==> src/rtl/dmx_write_arbiter_if.sv <==
// Requester-side handshake and frame-buffer write bus of the DMX512 write arbiter.
// The arbiter connects via the slave modport.
interface dmx_write_arbiter_if #(
  parameter int NUM_REQ = 4
) ();
  logic [NUM_REQ-1:0]    req_valid;
  logic [NUM_REQ-1:0]    req_last;
  logic [10*NUM_REQ-1:0] req_addr;
  logic [8*NUM_REQ-1:0]  req_data;
  logic [NUM_REQ-1:0]    req_ready;
  logic [9:0]            write_addr;
  logic [7:0]            write_data;
  logic                  write_en;
  logic [2:0]            grant_id;
  logic                  busy;
  logic                  err_addr;
  logic [2:0]            err_id;

  modport master (
    output req_valid, req_last, req_addr, req_data,
    input  req_ready, write_addr, write_data, write_en, grant_id, busy, err_addr, err_id
  );

  modport slave (
    input  req_valid, req_last, req_addr, req_data,
    output req_ready, write_addr, write_data, write_en, grant_id, busy, err_addr, err_id
  );
endinterface

==> src/rtl/dmx_write_arbiter.sv <==
// Round-robin burst arbiter for the single write port of the DMX512 frame buffer.
// Filters illegal channel addresses, caps burst length and revokes stalled grants.
module dmx_write_arbiter #(
  parameter int NUM_REQ       = 4,
  parameter int MAX_BURST     = 16,
  parameter int STALL_TIMEOUT = 64
) (
  input  logic               clk,
  input  logic               rst,
  dmx_write_arbiter_if.slave bus
);
  localparam int SW = $clog2(STALL_TIMEOUT + 1);

  typedef enum logic [0:0] {ARB = 1'b0, GRANT = 1'b1} state_e;

  // Channel 0 is the start code slot and is never writable.
  function automatic logic addr_legal(input logic [9:0] a);
    return (a != 10'd0) && (a <= 10'd512);
  endfunction

  state_e             state_q, state_d;
  logic [2:0]         grant_id_q, grant_id_d;
  logic [2:0]         rr_ptr_q, rr_ptr_d;
  logic [6:0]         beat_cnt_q, beat_cnt_d;
  logic [SW-1:0]      stall_cnt_q, stall_cnt_d;
  logic [NUM_REQ-1:0] req_ready_q, req_ready_d;
  logic               busy_q, busy_d;
  logic               write_en_q, write_en_d;
  logic [9:0]         write_addr_q, write_addr_d;
  logic [7:0]         write_data_q, write_data_d;
  logic               err_addr_q, err_addr_d;
  logic [2:0]         err_id_q, err_id_d;

  logic               cur_valid_s, cur_last_s, accept_s, end_burst_s;
  logic [9:0]         cur_addr_s;
  logic [7:0]         cur_data_s;
  logic [NUM_REQ-1:0] rot_s;
  logic [2:0]         sel_off_s, sel_id_s;
  int                 sel_sum_s;

  // Mux the owner's beat; accept only against the registered one-hot ready.
  always_comb begin
    cur_valid_s = 1'b0;
    cur_last_s  = 1'b0;
    cur_addr_s  = 10'd0;
    cur_data_s  = 8'd0;
    for (int i = 0; i < NUM_REQ; i++) begin
      cur_valid_s |= bus.req_valid[i] & (grant_id_q == 3'(i));
      cur_last_s  |= bus.req_last[i]  & (grant_id_q == 3'(i));
      cur_addr_s  |= bus.req_addr[10*i +: 10] & {10{grant_id_q == 3'(i)}};
      cur_data_s  |= bus.req_data[8*i +: 8]   & {8{grant_id_q == 3'(i)}};
    end
    accept_s = |(bus.req_valid & req_ready_q);
  end

  // Round-robin pick: rotate so rr_ptr sits at bit 0, take the lowest set bit.
  always_comb begin
    rot_s     = NUM_REQ'({bus.req_valid, bus.req_valid} >> rr_ptr_q);
    sel_off_s = 3'd0;
    for (int k = NUM_REQ - 1; k >= 0; k--) begin
      sel_off_s = rot_s[k] ? 3'(k) : sel_off_s;
    end
    sel_sum_s = int'(rr_ptr_q) + int'(sel_off_s);
    sel_id_s  = (sel_sum_s >= NUM_REQ) ? 3'(sel_sum_s - NUM_REQ) : 3'(sel_sum_s);
  end

  // Next-state and next-output logic for the ARB/GRANT controller.
  always_comb begin
    state_d      = state_q;
    grant_id_d   = grant_id_q;
    rr_ptr_d     = rr_ptr_q;
    beat_cnt_d   = beat_cnt_q;
    stall_cnt_d  = stall_cnt_q;
    write_en_d   = 1'b0;
    write_addr_d = write_addr_q;
    write_data_d = write_data_q;
    err_addr_d   = 1'b0;
    err_id_d     = err_id_q;
    end_burst_s  = 1'b0;
    case (state_q)
      ARB: begin
        if (|bus.req_valid) begin
          state_d     = GRANT;
          grant_id_d  = sel_id_s;
          beat_cnt_d  = 7'd0;
          stall_cnt_d = {SW{1'b0}};
        end else begin
          state_d = ARB;
        end
      end
      GRANT: begin
        if (accept_s) begin
          beat_cnt_d  = beat_cnt_q + 7'd1;
          stall_cnt_d = {SW{1'b0}};
          if (addr_legal(cur_addr_s)) begin
            write_en_d   = 1'b1;
            write_addr_d = cur_addr_s;
            write_data_d = cur_data_s;
          end else begin
            err_addr_d = 1'b1;
            err_id_d   = grant_id_q;
          end
          end_burst_s = cur_last_s || (beat_cnt_d == 7'(MAX_BURST));
        end else if (!cur_valid_s) begin
          stall_cnt_d = stall_cnt_q + SW'(1);
          end_burst_s = (stall_cnt_d == SW'(STALL_TIMEOUT));
        end else begin
          end_burst_s = 1'b0;
        end
        // Last beat and MAX_BURST on the same beat still advance rr_ptr once.
        if (end_burst_s) begin
          state_d  = ARB;
          rr_ptr_d = (grant_id_q == 3'(NUM_REQ - 1)) ? 3'd0 : grant_id_q + 3'd1;
        end else begin
          state_d = GRANT;
        end
      end
      default: begin
        state_d = ARB;
      end
    endcase
    busy_d = (state_d == GRANT);
    for (int i = 0; i < NUM_REQ; i++) begin
      req_ready_d[i] = busy_d & (grant_id_d == 3'(i));
    end
  end

  // State and registered outputs; reset also discards a pending write strobe.
  always_ff @(posedge clk or posedge rst) begin
    if (rst) begin
      state_q      <= ARB;
      grant_id_q   <= 3'd0;
      rr_ptr_q     <= 3'd0;
      beat_cnt_q   <= 7'd0;
      stall_cnt_q  <= {SW{1'b0}};
      req_ready_q  <= {NUM_REQ{1'b0}};
      busy_q       <= 1'b0;
      write_en_q   <= 1'b0;
      write_addr_q <= 10'd0;
      write_data_q <= 8'd0;
      err_addr_q   <= 1'b0;
      err_id_q     <= 3'd0;
    end else begin
      state_q      <= state_d;
      grant_id_q   <= grant_id_d;
      rr_ptr_q     <= rr_ptr_d;
      beat_cnt_q   <= beat_cnt_d;
      stall_cnt_q  <= stall_cnt_d;
      req_ready_q  <= req_ready_d;
      busy_q       <= busy_d;
      write_en_q   <= write_en_d;
      write_addr_q <= write_addr_d;
      write_data_q <= write_data_d;
      err_addr_q   <= err_addr_d;
      err_id_q     <= err_id_d;
    end
  end

  assign bus.req_ready  = req_ready_q;
  assign bus.busy       = busy_q;
  assign bus.grant_id   = grant_id_q;
  assign bus.write_en   = write_en_q;
  assign bus.write_addr = write_addr_q;
  assign bus.write_data = write_data_q;
  assign bus.err_addr   = err_addr_q;
  assign bus.err_id     = err_id_q;
endmodule

==> src/flat_wrapper.sv <==
// flat-port wrapper written by rule: the top's interface ports become plain ports
module dmx_write_arbiter_flat 
#(
  parameter int NUM_REQ       = 4,
  parameter int MAX_BURST     = 16,
  parameter int STALL_TIMEOUT = 64
)
  (clk, rst, bus_req_valid, bus_req_last, bus_req_addr, bus_req_data, bus_req_ready, bus_write_addr, bus_write_data, bus_write_en, bus_grant_id, bus_busy, bus_err_addr, bus_err_id);
  dmx_write_arbiter_if #(.NUM_REQ(NUM_REQ)) bus_i ();
  input  logic clk;
  input  logic rst;
  input wire logic [$bits(bus_i.req_valid)-1:0] bus_req_valid;
  input wire logic [$bits(bus_i.req_last)-1:0] bus_req_last;
  input wire logic [$bits(bus_i.req_addr)-1:0] bus_req_addr;
  input wire logic [$bits(bus_i.req_data)-1:0] bus_req_data;
  output wire logic [$bits(bus_i.req_ready)-1:0] bus_req_ready;
  output wire logic [$bits(bus_i.write_addr)-1:0] bus_write_addr;
  output wire logic [$bits(bus_i.write_data)-1:0] bus_write_data;
  output wire logic [$bits(bus_i.write_en)-1:0] bus_write_en;
  output wire logic [$bits(bus_i.grant_id)-1:0] bus_grant_id;
  output wire logic [$bits(bus_i.busy)-1:0] bus_busy;
  output wire logic [$bits(bus_i.err_addr)-1:0] bus_err_addr;
  output wire logic [$bits(bus_i.err_id)-1:0] bus_err_id;
  assign bus_i.req_valid = bus_req_valid;
  assign bus_i.req_last = bus_req_last;
  assign bus_i.req_addr = bus_req_addr;
  assign bus_i.req_data = bus_req_data;
  assign bus_req_ready = bus_i.req_ready;
  assign bus_write_addr = bus_i.write_addr;
  assign bus_write_data = bus_i.write_data;
  assign bus_write_en = bus_i.write_en;
  assign bus_grant_id = bus_i.grant_id;
  assign bus_busy = bus_i.busy;
  assign bus_err_addr = bus_i.err_addr;
  assign bus_err_id = bus_i.err_id;
  dmx_write_arbiter #(.NUM_REQ(NUM_REQ), .MAX_BURST(MAX_BURST), .STALL_TIMEOUT(STALL_TIMEOUT)) u_core (.clk(clk), .rst(rst), .bus(bus_i));
endmodule
==> config.mk <==
export PLATFORM = sky130hd
export DESIGN_NAME = dmx_write_arbiter_flat
export DESIGN_NICKNAME = d
export VERILOG_FILES = /design/src/rtl/dmx_write_arbiter_if.sv /design/src/rtl/dmx_write_arbiter.sv /design/src/flat_wrapper.sv
export SDC_FILE = /design/constraint.sdc
export NUM_CORES = 1
export LEC_CHECK = 0
export ABC_AREA = 1
export ABC_CLOCK_PERIOD_IN_PS = 3000
export CORE_UTILIZATION = 46
export DETAILED_ROUTE_END_ITERATION = 6
export GPL_TIMING_DRIVEN = 1
export HOLD_SLACK_MARGIN = 0.05
export PLACE_DENSITY = 0.82
export SYNTH_ARGS = -nofsm -noshare
export SYNTH_HDL_FRONTEND = slang
export SYNTH_SLANG_ARGS = --single-unit
==> constraint.sdc <==
create_clock -name clk -period 3 [get_ports clk]
set_input_delay 0.6 -clock clk [delete_from_list [all_inputs] [get_ports clk]]
set_output_delay 0.6 -clock clk [all_outputs]
set_load 0.02 [all_outputs]
======== After elaboration in Yosys (flattened, before gate mapping) ========
Cells that the tools add are included.
word-level totals
  flip-flop bits (word level) ............. 48
  bits of input ports ..................... 82
  output and inout port bits .............. 31
cells by class
  add/sub/neg operators ................... 5
  $lt $le $gt $ge ......................... 2
  eq/ne operators ......................... 11
  shift operators ......................... 1
  muxes and demuxes ....................... 26
  bitwise gates (word level) .............. 35
  reductions and logical operators ........ 12
operators with widths
  cell                                                             number
  10-bit bitwise AND                                               4
  8-bit bitwise AND                                                4
  10-bit OR                                                        3
  7-bit two-way mux                                                4
  7-bit case mux with 2 select lines                               2
  8-bit OR                                                         3
  3-bit two-way mux                                                7
  7-bit by 1-bit adder with 7-bit output, second input constant    2
  1-bit bitwise AND                                                12
  3-bit by 2-bit == test with 1-bit output, second input constant  4
  1-bit two-way mux                                                11
  10-bit <= comparator, second input constant                      1
  10-bit nonzero test                                              1
  4-bit OR reduction                                               2
  8-bit by 3-bit right shift with 4-bit output                     1
  7-bit by 5-bit == test with 1-bit output, second input constant  1
  7-bit == test, second input constant                             1
  3-bit by 1-bit == test with 1-bit output, second input constant  2
  3-bit zero test                                                  2
  1-bit OR                                                         6
  2-bit AND reduction                                              3
  3-bit AND reduction                                              2
  3-bit by 3-bit adder with 4-bit output                           1
  4-bit bitwise AND                                                1
  11 further kinds                                                 12

======== Longest topological paths before layout ========
  depth after elaboration ................. 12
  gate-level depth with buffers ........... 16

======== Worst setup path before layout ========
OpenSTA, ideal clock, no wires.
  path kind ............................... input -> register
  start point ............................. input port bus_req_valid[0]
  end point ............................... register u_core.req_ready_q[2] (netlist: u_core.bus.req_ready[2])
  data arrival time ....................... 2,329 ps
  path slack .............................. 551 ps
  stages .................................. 13
  buffers on the path ..................... 0
  cells stage by stage .................... inv_1 -> o21ai_0 -> inv_1 -> o21ai_0 -> inv_1 -> a21oi_1 -> nor2_1 -> ha_1 -> fa_1 -> o21ai_0 -> inv_1 -> nand2_1 -> nor2_1
on the way
  longest elaborated chain between the ends .. 12
  elaborated cells between the ends (all ways) .. 26
ends and longest elaborated chain
  what                                                                                              RTL line                  source
  from (decl)                                                                                       flat_wrapper.sv:12        input wire logic [$bits(bus_i.req_valid)-1:0] bus_req_valid;
  8-bit by 3-bit right shift with 4-bit output                                                      dmx_write_arbiter.sv:58   rot_s = NUM_REQ'({bus.req_valid, bus.req_valid} >> rr_ptr_q);
  2-bit two-way mux                                                                                 dmx_write_arbiter.sv:61   sel_off_s = rot_s[k] ? 3'(k) : sel_off_s;
  3-bit two-way mux (3 in a row)                                                                    dmx_write_arbiter.sv:61
  3-bit by 3-bit adder with 4-bit output                                                            dmx_write_arbiter.sv:63   sel_sum_s = int'(rr_ptr_q) + int'(sel_off_s);
  4-bit by 3-bit greater-or-equal comparator with 1-bit output or 3-bit subtractor (tied branches)  dmx_write_arbiter.sv:64   sel_id_s = (sel_sum_s >= NUM_REQ) ? 3'(sel_sum_s - NUM_REQ) : 3'(sel_sum_s);
  3-bit two-way mux                                                                                 dmx_write_arbiter.sv:64
  3-bit two-way mux (*)                                                                             dmx_write_arbiter.sv:82   if (|bus.req_valid) begin
  3-bit two-way mux (*)                                                                             dmx_write_arbiter.sv:80   case (state_q)
  named net u_core.grant_id_d[1]                                                                    dmx_write_arbiter.sv:22   logic [2:0] grant_id_q, grant_id_d;
  3-bit by 2-bit == test with 1-bit output (*)                                                      dmx_write_arbiter.sv:124  req_ready_d[i] = busy_d & (grant_id_d == 3'(i));
  1-bit bitwise AND (*)                                                                             dmx_write_arbiter.sv:124
  named net u_core.req_ready_d[2]                                                                   dmx_write_arbiter.sv:26   logic [NUM_REQ-1:0] req_ready_q, req_ready_d;
  to (signal assigned)                                                                              dmx_write_arbiter.sv:136  req_ready_q <= {NUM_REQ{1'b0}};
  to (signal assigned)                                                                              dmx_write_arbiter.sv:149  req_ready_q <= req_ready_d;
  to (decl)                                                                                         dmx_write_arbiter.sv:26
Mark *: on every way through the listed nets, which the timed path passes. The rest lies on a longest branch. The select of a mux whose other input is x is not followed.
A chain may end at the register's enable or synchronous reset.

======== Final worst setup path ========
  start point ............................. input port bus_req_valid[0]
  end point ............................... register u_core.req_ready_q[0] (netlist: u_core.bus.req_ready[0])
on the way
  longest elaborated chain between the ends .. 12
  elaborated cells between the ends (all ways) .. 26
ends and longest elaborated chain
  what                                                                                              RTL line
  8-bit by 3-bit right shift with 4-bit output                                                      dmx_write_arbiter.sv:58
  2-bit two-way mux                                                                                 dmx_write_arbiter.sv:61
  3-bit two-way mux (3 in a row)                                                                    dmx_write_arbiter.sv:61
  3-bit by 3-bit adder with 4-bit output                                                            dmx_write_arbiter.sv:63
  4-bit by 3-bit greater-or-equal comparator with 1-bit output or 3-bit subtractor (tied branches)  dmx_write_arbiter.sv:64
  3-bit two-way mux                                                                                 dmx_write_arbiter.sv:64
  3-bit two-way mux                                                                                 dmx_write_arbiter.sv:82
  3-bit two-way mux                                                                                 dmx_write_arbiter.sv:80
  3-bit zero test                                                                                   dmx_write_arbiter.sv:124
  1-bit bitwise AND (*)                                                                             dmx_write_arbiter.sv:124
  named net u_core.req_ready_d[0]                                                                   dmx_write_arbiter.sv:26
Marks and branches as above.

==> impl_metrics.csv <==
group,metric,value,unit
synthesis,synth_area_per_cell,6.96,µm²
power_and_ir_drop,pwr-share-clk,0.102,
synthesis,synth_nets,547,
worst_setup_path,r2r_slack,0.45,ns
clock_network,clk-insertion-delay-late,0.30,ns
clock_network,cts_root_buf,"clkbuf_8",
power_and_ir_drop,power.leakage,2.21,nW
synthesis,synth.cell_area,3170,µm²
global_routing,grt_pass1_vias,3241,
power_and_ir_drop,peakVddDrop,0.584,mV
worst_setup_path,r2r_end,"u_core.bus.req_ready[0]$_DFF_PP0_",
synthesis,synth_warnings,0,
floorplan,die_h,85.0,µm
worst_setup_path,cp.required,3.23,ns
min_path,min_path_cells,2,
worst_setup_path,crit_family,"buffers and inverters",
placement,dp_hpwl,6940,µm
timing,fmax,367,MHz
timing,hold_ws,0.475,ns
detailed_routing,ant_nets,0,
timing,finClkSkew,0.00421,ns
flow_run,drv_cap,0,
global_routing,grt_use_total,0.258,
placement,place_ws,-0.252,ns
power_and_ir_drop,power.switching,1.88,mW
clock_network,clkSinkCount,48,
status,status,"finished clean",
synthesis,ys_seq_area_frac,0.379,
min_path,hold_start,"u_core.bus.write_addr[8]$_DFFE_PP0P_",
worst_setup_path,crit_arrival,2.96,ns
global_routing,antenna_found_initial,0,
power_and_ir_drop,intPower,2.02,mW
placement,gp_congestion,0.855,
min_path,min_to,"u_core.bus.write_addr[8]$_DFFE_PP0P_",
timing,finalHoldViolCount,0,
timing,tightest_slew,0.547,ns
worst_setup_path,path_cells,"clkdlybuf4s50_1 > inv_1 > o21ai_1 > inv_1 > o21ai_1 > inv_1 > a21oi_1 > nor2_1 > ha_1 > fa_1 > o21ai_1 > buf_4 > nand2_1 > nor2_1",
detailed_routing,avgRoutedWirePerCell,13.8,µm
timing,rsz0062_at_grt,"no",
worst_setup_path,cp_slowest_cell,"clkdlybuf4s50_1",
clock_network,post-cts-setup-buffers,0,
detailed_routing,first_pass_iters,5,
timing,maxSlewViolCount,0,
floorplan,ios,113,
synthesis,synth_edf_count,0,
floorplan,placement_rows,29,
synthesis,syn_inst,455,
global_routing,grt_pass1_wl,14900,µm
synthesis,ys_ff_latch,48,
power_and_ir_drop,p_sw_frac,0.482,
clock_network,clockBufferDepth,2,
worst_setup_path,critPathMaxFanout,3,
worst_setup_path,r2r-start,"u_core.rr_ptr_q[1]$_DFFE_PP0P_",
floorplan,core_area,6490,µm²
worst_setup_path,crit_type,"in2reg",
timing,finalSetupTns,0,ns
clock_network,numCtsBuffers,5,
synthesis,async_flop_share,1.00,
placement,port_buffers,112,
timing,fin_crit,2.73,ns
placement,placed_area,4360,µm²
finish,n_antenna_cell,0,
power_and_ir_drop,p_seq_frac,0.268,
clock_network,hold_buffers,0,
global_routing,grt_max_degree,31,
detailed_routing,vias,3391,
worst_setup_path,critPathCaptureType,"flip-flop",
clock_network,cts_tree,"built",
clock_network,cts.clk_slew.worst_paths,0.08,ns
worst_setup_path,cp.buffers_inverters,5,
finish,register_area,1200,µm²
power_and_ir_drop,p_per_area,876,nW/µm²
clock_network,htreeDepth,2,
power_and_ir_drop,pwr-share-comb,0.630,
timing,setup_viol,0,
finish,multi_input_area,1670,µm²
finish,fin_area,4450,µm²
global_routing,grt_overflow_total,0,
floorplan,die_w,85.0,µm
worst_setup_path,path_depth,14,
detailed_routing,drt_drc_violations_left,0,
worst_setup_path,reg2reg_depth,11,
floorplan,initial_core_util,0.488,
worst_setup_path,worstSetupStartpointType,"primary input",
timing,layout_setup_ws,0.274,ns
finish,fillers,527,
finish,synthToLayoutAreaGrowth,40.4,%
synthesis,ys.flop_type,"dfrtp_1",
timing,relSlewSlack,0.635,
worst_setup_path,max_stage_delay,0.48,ns
floorplan,fp.dieArea,7220,µm²
finish,drive_gt1_frac,0.0593,
synthesis,synth_cell_types,30,
detailed_routing,first_iter_violations,180,
detailed_routing,via_per_inst,5.22,
detailed_routing,drt-total-wl,8980,µm
min_path,hold_class,"reg2reg",
timing,fin_crit_sh,0.909,
clock_network,cts-resized-gates,0,
finish,fin_nets,664,
finish,fin_util,0.685,
-- Yosys cell counts, types with 2 or more instances --
cell / count / area share
a22o_1: 2 / 0.0055
nor3_1: 3 / 0.0047
xor2_1: 6 / 0.017
nor2_2: 7 / 0.014
or2_2: 2 / 0.0039
o22ai_1: 6 / 0.012
nor2_1: 35 / 0.041
buf_4: 3 / 0.0071
dfrtp_1: 48 / 0.38
o31ai_1: 2 / 0.0047
nand3_1: 70 / 0.11
mux2i_1: 2 / 0.0063
ha_1: 9 / 0.036
a21oi_1: 4 / 0.0063
nand2_1: 166 / 0.20
buf_2: 4 / 0.0063
o21ai_0: 13 / 0.021
inv_1: 45 / 0.053
nand4_1: 12 / 0.024
buf_6: 5 / 0.018
inv_2: 2 / 0.0024
-- state kept, by name (all words and copies together), names as in the netlist --
signal                 flops
u_core.bus.req_ready       4
u_core.stall_cnt_q         7
u_core.bus.write_en        1
u_core.bus.write_addr     10
u_core.beat_cnt_q          7
u_core.bus.write_data      8
u_core.bus.err_id          3
u_core.rr_ptr_q            3
u_core.bus.grant_id        3
u_core.bus.err_addr        1
u_core.state_q             1
-- through the flow --
stage               instances  total power, mW
floorplan                 455             2.63
global placement          642             3.41
detailed placement        642             3.49
CTS                       650             3.90
global route              650             4.23
finish                    650             3.90
-- metal layers --
layer,wire (µm),part of all wire,GRT usage
met5,0,0,0
met4,174,0.019,0.0894
met3,597,0.066,0.0486
met2,4410,0.49,0.452
met1,3810,0.42,0.319
-- how the worst max path moves through the flow --
stage | startpoint | end | slack (ns)
floorplan | bus_req_valid[0] | u_core.bus.req_ready[2]$_DFF_PP0_ | 0.55
global placement | bus_req_valid[0] | u_core.bus.req_ready[1]$_DFF_PP0_ | -0.08
detailed placement | bus_req_valid[0] | u_core.bus.req_ready[0]$_DFF_PP0_ | -0.25
CTS | bus_req_valid[0] | u_core.bus.req_ready[0]$_DFF_PP0_ | 0.06
global route | bus_req_valid[0] | u_core.bus.req_ready[1]$_DFF_PP0_ | 0.04
finish | bus_req_valid[0] | u_core.bus.req_ready[0]$_DFF_PP0_ | 0.27
-- cells in the final DEF (no fill, tap or decap), types with 9 or more instances in the layout --
master / count
dfrtp_1: 48
inv_1: 44
nand3_1: 70
nand4_1: 12
ha_1: 9
nand2_1: 166
clkdlybuf4s50_1: 112
o21ai_0: 10
buf_4: 13
nor2_1: 35
-- worst min-delay path: stages (launching register included) --
cell	delay (ns)
dfrtp_1	0.35
nand2_1	0.05
nand2_1	0.04
-- cells by family (layout without fill, tap and decap cells) --
| family | count (synthesis) | after routing | synth area share |
|---|---|---|---|
| compound gates | 27 | 27 | 0.0490 |
| flops | 48 | 48 | 0.379 |
| buf+inv | 62 | 180 | 0.0948 |
| simple gates | 299 | 299 | 0.410 |
| xor+xnor | 7 | 7 | 0.0194 |
| fa+ha+maj | 10 | 10 | 0.0419 |
| mux | 2 | 2 | 0.00632 |
-- cell type report --
type,count,area share
clock buffers,8,0.0202
well taps,77,0.0217
multi-input cells,345,0.375
flip-flops and latches,48,0.270
repair buffers,125,0.274
inverters,47,0.0397
-- power by group through the flow --
stage                     clock, mW  combinational, mW  sequential (mW)
after detailed placement          0               2.44             1.05
final                         0.399               2.45             1.05
after CTS                     0.406               2.45             1.04
after floorplan                   0               1.41             1.23
after global placement            0               2.37             1.05
after global routing          0.434               2.72             1.07
Note: power is estimated with default switching activity, not from simulation.
